**src/rtl/video_wb_arbiter.sv**
```systemverilog
// video_wb_arbiter: shares one Wishbone master port to RAM between the frame
// writer (m0) and the frame reader (m1). Round-robin ownership with a burst
// limit, LOCK honouring and an ACK watchdog that aborts stalled transfers.
module video_wb_arbiter #(
    parameter int MAX_BURST = 16,   // ACKed transfers per grant before handover
    parameter int TIMEOUT   = 255   // STB cycles allowed without ACK/ERR (1..255)
) (
    input  logic        clk,
    input  logic        RST,

    input  logic        m0_wb_CYC_I,
    input  logic        m0_wb_STB_I,
    input  logic        m0_wb_LOCK_I,
    input  logic        m0_wb_WE_I,
    input  logic [3:0]  m0_wb_SEL_I,
    input  logic [31:0] m0_wb_ADR_I,
    input  logic [31:0] m0_wb_DAT_I,
    output logic        m0_wb_ACK_O,
    output logic        m0_wb_ERR_O,
    output logic [31:0] m0_wb_DAT_O,

    input  logic        m1_wb_CYC_I,
    input  logic        m1_wb_STB_I,
    input  logic        m1_wb_LOCK_I,
    input  logic        m1_wb_WE_I,
    input  logic [3:0]  m1_wb_SEL_I,
    input  logic [31:0] m1_wb_ADR_I,
    input  logic [31:0] m1_wb_DAT_I,
    output logic        m1_wb_ACK_O,
    output logic        m1_wb_ERR_O,
    output logic [31:0] m1_wb_DAT_O,

    output logic        s_wb_CYC_O,
    output logic        s_wb_STB_O,
    output logic        s_wb_LOCK_O,
    output logic        s_wb_WE_O,
    output logic [3:0]  s_wb_SEL_O,
    output logic [31:0] s_wb_ADR_O,
    output logic [31:0] s_wb_DAT_O,
    input  logic        s_wb_ACK_I,
    input  logic        s_wb_ERR_I,
    input  logic [31:0] s_wb_DAT_I,

    output logic [1:0]  grant,
    output logic        timeout_err
);

    localparam int BW = $clog2(MAX_BURST + 1);
    localparam logic [BW-1:0] BURST_MAX = BW'(MAX_BURST);
    localparam logic [7:0]    WD_LAST   = 8'(TIMEOUT - 1);

    typedef enum logic [1:0] {IDLE, OWN0, OWN1, GAP} state_t;

    state_t        state_reg, state_next;
    logic          last_reg, last_next;          // 0 = m0 owned last, 1 = m1
    logic [BW-1:0] burst_cnt_reg, burst_cnt_next;
    logic [7:0]    wd_cnt_reg, wd_cnt_next;

    logic own_active;
    logic own_cyc, own_stb, own_lock, other_cyc;
    logic burst_full;
    logic wd_fire;
    logic [1:0] ack_vec, err_vec;

    assign own_active = (state_reg == OWN0) || (state_reg == OWN1);
    assign burst_full = (burst_cnt_reg == BURST_MAX);

    // Select the current owner's request lines and the competitor's CYC.
    always_comb begin
        own_cyc   = m0_wb_CYC_I;
        own_stb   = m0_wb_STB_I;
        own_lock  = m0_wb_LOCK_I;
        other_cyc = m1_wb_CYC_I;
        if (state_reg == OWN1) begin
            own_cyc   = m1_wb_CYC_I;
            own_stb   = m1_wb_STB_I;
            own_lock  = m1_wb_LOCK_I;
            other_cyc = m0_wb_CYC_I;
        end
    end

    // A response from the slave in the final watchdog cycle beats the abort.
    assign wd_fire = own_active && own_stb && (wd_cnt_reg == WD_LAST)
                     && !s_wb_ACK_I && !s_wb_ERR_I;

    // Register state, round-robin history, burst and watchdog counters.
    always_ff @(posedge clk or posedge RST) begin
        if (RST) begin
            state_reg     <= IDLE;
            last_reg      <= 1'b1;
            burst_cnt_reg <= '0;
            wd_cnt_reg    <= '0;
        end else begin
            state_reg     <= state_next;
            last_reg      <= last_next;
            burst_cnt_reg <= burst_cnt_next;
            wd_cnt_reg    <= wd_cnt_next;
        end
    end

    // Arbitration, handover conditions and counter updates.
    always_comb begin
        state_next     = state_reg;
        last_next      = last_reg;
        burst_cnt_next = burst_cnt_reg;
        wd_cnt_next    = wd_cnt_reg;
        case (state_reg)
            OWN0, OWN1: begin
                // The burst limit uses the registered count, so it only
                // takes effect in the cycle after the limiting ACK.
                if (!own_cyc || (burst_full && other_cyc && !own_lock) || wd_fire) begin
                    state_next     = GAP;
                    burst_cnt_next = '0;
                    wd_cnt_next    = '0;
                end else begin
                    if (s_wb_ACK_I && !burst_full) begin
                        burst_cnt_next = burst_cnt_reg + BW'(1);
                    end
                    if (s_wb_ACK_I || s_wb_ERR_I) begin
                        wd_cnt_next = '0;
                    end else if (own_stb) begin
                        wd_cnt_next = wd_cnt_reg + 8'd1;
                    end
                end
            end
            default: begin
                // IDLE and GAP arbitrate identically; GAP only lasts one cycle
                // because every path out of it leaves the state.
                state_next     = IDLE;
                burst_cnt_next = '0;
                wd_cnt_next    = '0;
                if (m0_wb_CYC_I && m1_wb_CYC_I) begin
                    state_next = last_reg ? OWN0 : OWN1;
                    last_next  = ~last_reg;
                end else if (m0_wb_CYC_I) begin
                    state_next = OWN0;
                    last_next  = 1'b0;
                end else if (m1_wb_CYC_I) begin
                    state_next = OWN1;
                    last_next  = 1'b1;
                end
            end
        endcase
    end

    // Route the owner's bus to the slave; nothing is driven without an owner.
    always_comb begin
        s_wb_CYC_O  = 1'b0;
        s_wb_STB_O  = 1'b0;
        s_wb_LOCK_O = 1'b0;
        s_wb_WE_O   = 1'b0;
        s_wb_SEL_O  = '0;
        s_wb_ADR_O  = '0;
        s_wb_DAT_O  = '0;
        case (state_reg)
            OWN0: begin
                s_wb_CYC_O  = m0_wb_CYC_I;
                s_wb_STB_O  = m0_wb_STB_I;
                s_wb_LOCK_O = m0_wb_LOCK_I;
                s_wb_WE_O   = m0_wb_WE_I;
                s_wb_SEL_O  = m0_wb_SEL_I;
                s_wb_ADR_O  = m0_wb_ADR_I;
                s_wb_DAT_O  = m0_wb_DAT_I;
            end
            OWN1: begin
                s_wb_CYC_O  = m1_wb_CYC_I;
                s_wb_STB_O  = m1_wb_STB_I;
                s_wb_LOCK_O = m1_wb_LOCK_I;
                s_wb_WE_O   = m1_wb_WE_I;
                s_wb_SEL_O  = m1_wb_SEL_I;
                s_wb_ADR_O  = m1_wb_ADR_I;
                s_wb_DAT_O  = m1_wb_DAT_I;
            end
            default: ;
        endcase
    end

    assign grant       = {state_reg == OWN1, state_reg == OWN0};
    assign timeout_err = wd_fire;

    // Responses only reach the master that currently owns the bus.
    generate
        for (genvar gi = 0; gi < 2; gi++) begin : g_resp
            assign ack_vec[gi] = grant[gi] & s_wb_ACK_I;
            assign err_vec[gi] = grant[gi] & (s_wb_ERR_I | wd_fire);
        end
    endgenerate

    assign m0_wb_ACK_O = ack_vec[0];
    assign m0_wb_ERR_O = err_vec[0];
    assign m1_wb_ACK_O = ack_vec[1];
    assign m1_wb_ERR_O = err_vec[1];
    assign m0_wb_DAT_O = s_wb_DAT_I;
    assign m1_wb_DAT_O = s_wb_DAT_I;

endmodule
```
**config.mk**
```make
export PLATFORM = sky130hd
export DESIGN_NAME = video_wb_arbiter
export DESIGN_NICKNAME = d
export VERILOG_FILES = /design/src/rtl/video_wb_arbiter.sv
export SDC_FILE = /design/constraint.sdc
export NUM_CORES = 1
export LEC_CHECK = 0
export ABC_AREA = 1
export CORE_AREA = 4 4 122 124
export DETAILED_ROUTE_END_ITERATION = 8
export DIE_AREA = 0 0 126 128
export HOLD_SLACK_MARGIN = 0.05
export PLACE_DENSITY_LB_ADDON = 0.25
export SLEW_MARGIN = 5
export SYNTH_ARGS = -nofsm -noshare
export SYNTH_HDL_FRONTEND = slang
export SYNTH_SLANG_ARGS = --single-unit
export TNS_END_PERCENT = 20
```
**constraint.sdc**
```tcl
create_clock -name clk -period 2 [get_ports clk]
set_input_delay 0.2 -clock clk [delete_from_list [all_inputs] [get_ports clk]]
set_output_delay 0.2 -clock clk [all_outputs]
set_load 0.02 [all_outputs]
```
# After elaboration in Yosys (flattened, before gate mapping)
# Cells that the tools add are included.
op_classes:
  n_addsub: 2
  eq_ne: 7
  n_mux: 27
  bitwise: 7
  reduce_logical: 20
op_table:
  columns: ["operator", "count"]
  rows:
  - ["$pmux W32 S2", 2]
  - ["$mux W8", 4]
  - ["$mux W5", 3]
  - ["$mux W2", 6]
  - ["$add A8 B1 Y8 const B", 1]
  - ["$eq A8 B8 Y1 const B", 1]
  - ["$logic_and A1 B1 Y1", 8]
  - ["$pmux W1 S2", 4]
  - ["$pmux W4 S2", 1]
  - ["$mux W1", 7]
  - ["$add A5 B1 Y5 const B", 1]
  - ["$eq A5 B5 Y1 const B", 1]
  - ["$logic_not A1 Y1", 5]
  - ["$and A1 B1 Y1", 4]
  - ["$logic_or A1 B1 Y1", 4]
  - ["$ne A4 B4 Y1 const B", 1]
  - ["$ne A3 B3 Y1 const B", 1]
  - ["$reduce_bool A3 Y1", 1]
  - ["$eq A2 B1 Y1 const B", 1]
  - ["$eq A2 B2 Y1 const B", 1]
  - ["$ne A2 B2 Y1 const B", 1]
  - ["$not A1 Y1", 2]
  - ["$reduce_and A2 Y1", 1]
  - ["$reduce_or A2 Y1", 1]
  - ["$or A1 B1 Y1", 1]
totals:
  regBits: 16
  in_bits: 180
  output_inout_bits: 143
  elab_cells: 67

# Depth between registers and ports, before layout
logic_depth:
  ltp_word: 9
  mapped_depth: 12
  ltp_nobuf: 11

# Worst setup path after synthesis
# OpenSTA, ideal clock, no wires.
synth_path:
  kind: "register to output"
  from: "register state_reg[0]"
  to: "output s_wb_ADR_O[13]"
  arrival_ps: 1683
  required_time_ps: 1800
  path_slack_ps: 117
  stages_incl_launch_ff: 8
  path_buffers: 3
  cell_sequence: "dfrtp_1 inv_1 ha_1 buf_6 buf_2 buf_2 nand2_1 a21oi_1"
synth_via:
  elab_chain_len: 2
  word_cells_on_any_way: 3
  cone_classes: "2 x eq/ne; 1 x mux"
synth_lines:
  columns: ["item", "line", "source"]
  rows:
  - ["start: declaration", "54", "state_t state_reg, state_next;"]
  - ["start signal: assignment", "94", "state_reg <= state_next;"]
  - ["$eq A2 B2 Y1", null, null]
  - ["named net grant[1]", "44", "output logic [1:0] grant,"]
  - ["$pmux W32 S2", "155", "case (state_reg)"]
  - ["end: declaration", "38", "output logic [31:0] s_wb_ADR_O,"]
# The timed path passes the listed nets, and every way through them passes these cells.

# Final worst setup path
layout_path:
  from: "register state_reg[1]"
  to: "output s_wb_DAT_O[20]"
layout_via:
  elab_chain_len: 2
  word_cells_on_any_way: 3
  cone_classes: "2 x eq/ne; 1 x mux"
layout_lines:
  columns: ["item", "line", "source"]
  rows:
  - ["$eq A2 B2 Y1 / $eq A2 B1 Y1 (equally long branches)", "155", null]
  - ["$pmux W32 S2 (*)", "155", null]
  - ["end: declaration", "39", "output logic [31:0] s_wb_DAT_O,"]
# Every way passes the cells marked *; elsewhere a longest branch is shown, timed or not.

==> impl_metrics.env <==
export IMPL_status="finished with violations"
export IMPL_violations="setup timing"
export IMPL_synth_fa_ha_area_frac=0.0339
export IMPL_stdcell_count=787
export IMPL_synth_edf_count=0
export IMPL_synth_top_area_share=0.262
export IMPL_post_synth_xor_area_fraction=0.0305
export IMPL_r2r_slack_ns=0.18
export IMPL_yosys_warnings=0
export IMPL_power_frac_comb=0.858
export IMPL_wl_per_cell_um=16.8
export IMPL_portBuffers=226
export IMPL_synth_cells=449
export IMPL_start_util=0.188
export IMPL_synth_seq_area_share=0.156
export IMPL_antenna_cells=0
export IMPL_r2r_end="state_reg[0]"
export IMPL_synth_seq_cells=16
export IMPL_viasPerCell=4.28
export IMPL_synth_commonest_cells="nand2_1, a21oi_1, buf_4, nor2_1, inv_1"
export IMPL_max_clock_path_buffers=2
export IMPL_h_tree_depth=1
export IMPL_hold_buffers=0
export IMPL_maxSlewHeadroom=0.547
export IMPL_grt_max_degree=46
export IMPL_clkPwrFrac=0.073
export IMPL_synthMuxAreaShare=0
export IMPL_ios=323
export IMPL_critPathMaxFanout=30
export IMPL_hp_class="in2async"
export IMPL_yosysTopAreaCell="nand2_1"
export IMPL_finalSetupViolations=1
export IMPL_drc=0
export IMPL_peakVddDrop_uv=1040
export IMPL_critPathRequiredTime_ns=1.80
export IMPL_root_buffer="clkbuf_16"
export IMPL_synth_cell_types=29
export IMPL_drt_iter0_drc=96
export IMPL_grt_pass1_wl_um=19300
export IMPL_switchingPower_mw=3.35
export IMPL_die_h_um=128
export IMPL_worstPathArrival_ns=1.81
export IMPL_fin_ws_ns=-0.0139
export IMPL_final_core_util=0.343
export IMPL_drtPass1Iterations=4
export IMPL_clock_fmax_mhz=497
export IMPL_nFillCells=1536
export IMPL_post_route_cells_drive_above_1_share=0.180
export IMPL_final_max_slew_viol_count=0
export IMPL_cts_tree="yes"
export IMPL_path_clk_slew_ns=0.05
export IMPL_via_count=3366
export IMPL_grt_pass1_vias=3387
export IMPL_std_cell_rows=43
export IMPL_grt_usage=0.148
export IMPL_skew_ns=0.00283
export IMPL_p_leak_nw=1.94
export IMPL_cp_start_kind="register"
export IMPL_power_density_nw_per_um2=1260
export IMPL_worstMarginPinSlew_ns=0.679
export IMPL_synthArstFlopShare=1.00
export IMPL_ff2ff_path_depth=9
export IMPL_largest_reg_flops=8
export IMPL_endpoint_kind="output port"
export IMPL_grt_ovfl_total=0
export IMPL_criticalPathCategory="reg2out"
export IMPL_cts_buffers=3
export IMPL_num_nets_final=795
export IMPL_areaGrowthSynthToFinish_pct=83.1
export IMPL_holdWs_ns=0.355
export IMPL_synth_compound_area_frac=0.157
export IMPL_drt_wl_total_um=13200
export IMPL_clock_sinks=16
export IMPL_synth_top_family_by_area="simple AND/OR/NAND/NOR gates"
export IMPL_dpl_cell_count=782
export IMPL_reg2reg_from="state_reg[0]"
export IMPL_clk_latency_ns=0.25
export IMPL_rsz0062_at_grt="yes"
export IMPL_setup_tns_ns=-0.0139
export IMPL_switching_share=0.562
export IMPL_synth_fp_nets=636
export IMPL_synth_area_sq_um=2580
export IMPL_die_w_um=126
export IMPL_seqPwrFrac=0.069
export IMPL_post_route_period_util=1.01
export IMPL_p_int_mw=2.62
export IMPL_synthFlopType="dfrtp_1"
export IMPL_synth_most_common_cell="nand2_1"
export IMPL_dieArea_sq_um=16100
export IMPL_routabilityCongestion=0.818
export IMPL_ant_nets=0
export IMPL_synth_simple_area_share=0.359
export IMPL_period_minus_slack_ns=2.01
export IMPL_synthTopCellsByArea="nand2_1, buf_4, dfrtp_1"
export IMPL_drv_cap=0
export IMPL_dpl_hpwl_um=10600
export IMPL_hold_violations=0
export IMPL_antenna_found_initial=0
export IMPL_synth_area_per_cell_sq_um=5.75
export IMPL_core_area_sq_um=13800
## cell type report
class / instances / area (sq um) / share of cell area
multi-input cells: 320 / 1550 / 0.329
inverters: 25 / 96.3 / 0.0204
well taps: 180 / 225 / 0.0476
flip-flops and latches: 16 / 402 / 0.0849
clock buffers: 4 / 88.8 / 0.0188
repair buffers: 242 / 2360 / 0.500
## per-layer routing
metal  part of all wire  wire [um]  vias up  global-route usage
met5                  0          0        -                   0
met4              0.016        213        0              0.0252
met3              0.084       1110       17              0.0404
met2               0.52       6850      182               0.275
met1               0.38       5070     1514               0.172
li1                   -          -     1653                   -
## how the worst max path moves through the flow
stage                      start        endpoint  cells after the start
global placement    state_reg[0]     m0_wb_ERR_O                      8
global route        state_reg[1]  s_wb_DAT_O[21]                      6
finish              state_reg[1]  s_wb_DAT_O[20]                      6
detailed placement  state_reg[0]     m0_wb_ERR_O                      8
floorplan           state_reg[0]  s_wb_ADR_O[13]                      7
CTS                 state_reg[0]     m0_wb_ERR_O                      8
## cell families after synthesis
| logic type | after synthesis |
|---|---|
| fa+ha+maj | 7 |
| xor+xnor | 9 |
| flops | 16 |
| simple gates | 226 |
| buf+inv | 113 |
| compound gates | 78 |
## power by group through the flow
stage               combinational (mW)  clock [mW]  sequential [mW]
CTS                               5.16       0.444            0.406
floorplan                         2.99           0            0.407
finish                            5.12       0.435            0.412
detailed placement                5.41           0            0.411
global route                      5.52       0.466            0.418
global placement                  5.40           0            0.408
## stage by stage
step	setup slack, ns	cell area [sq um]	total power, mW
finish	-0.0139	4730	5.97
global route	-0.0805	4730	6.41
CTS	-0.0913	4810	6.01
detailed placement	-0.123	4680	5.83
global placement	-0.109	4680	5.81
floorplan	0.117	2580	3.40
## repair_timing
action                     in CTS  in global routing
setup buffers                   0                  0
pin swaps                       1                  1
gates resized for setup       173                 60
setup endpoints to repair      74                 74
gates cloned                    0                  1
## cell usage in the layout, fill, tap and decap left out, drive strengths merged
master	netlist	routed
dfrtp	15	15
xnor2	2	2
buf	79	35
dlymetal6s2s	0	1
nand4	2	2
clkdlybuf4s50	0	147
o211ai	1	1
nand3b	1	1
ha	7	7
o21ai	3	3
clkdlybuf4s15	0	36
o21a	1	1
nand2	185	185
nand3	9	9
nor3	3	3
clkbuf	9	22
dlygate4sd2	0	5
nor2	26	26
a21oi	73	73
inv	25	25
xor2	7	7
dfstp	1	1
## critical path, cell delays in order (launching register included)
cell and delay [ns]:
dfrtp_1 0.44, inv_1 0.12, ha_4 0.19, buf_12 0.18, nand2_1 0.09, a21oi_1 0.23, clkdlybuf4s15_2 0.30
Note: power is estimated with default switching activity, not from simulation.
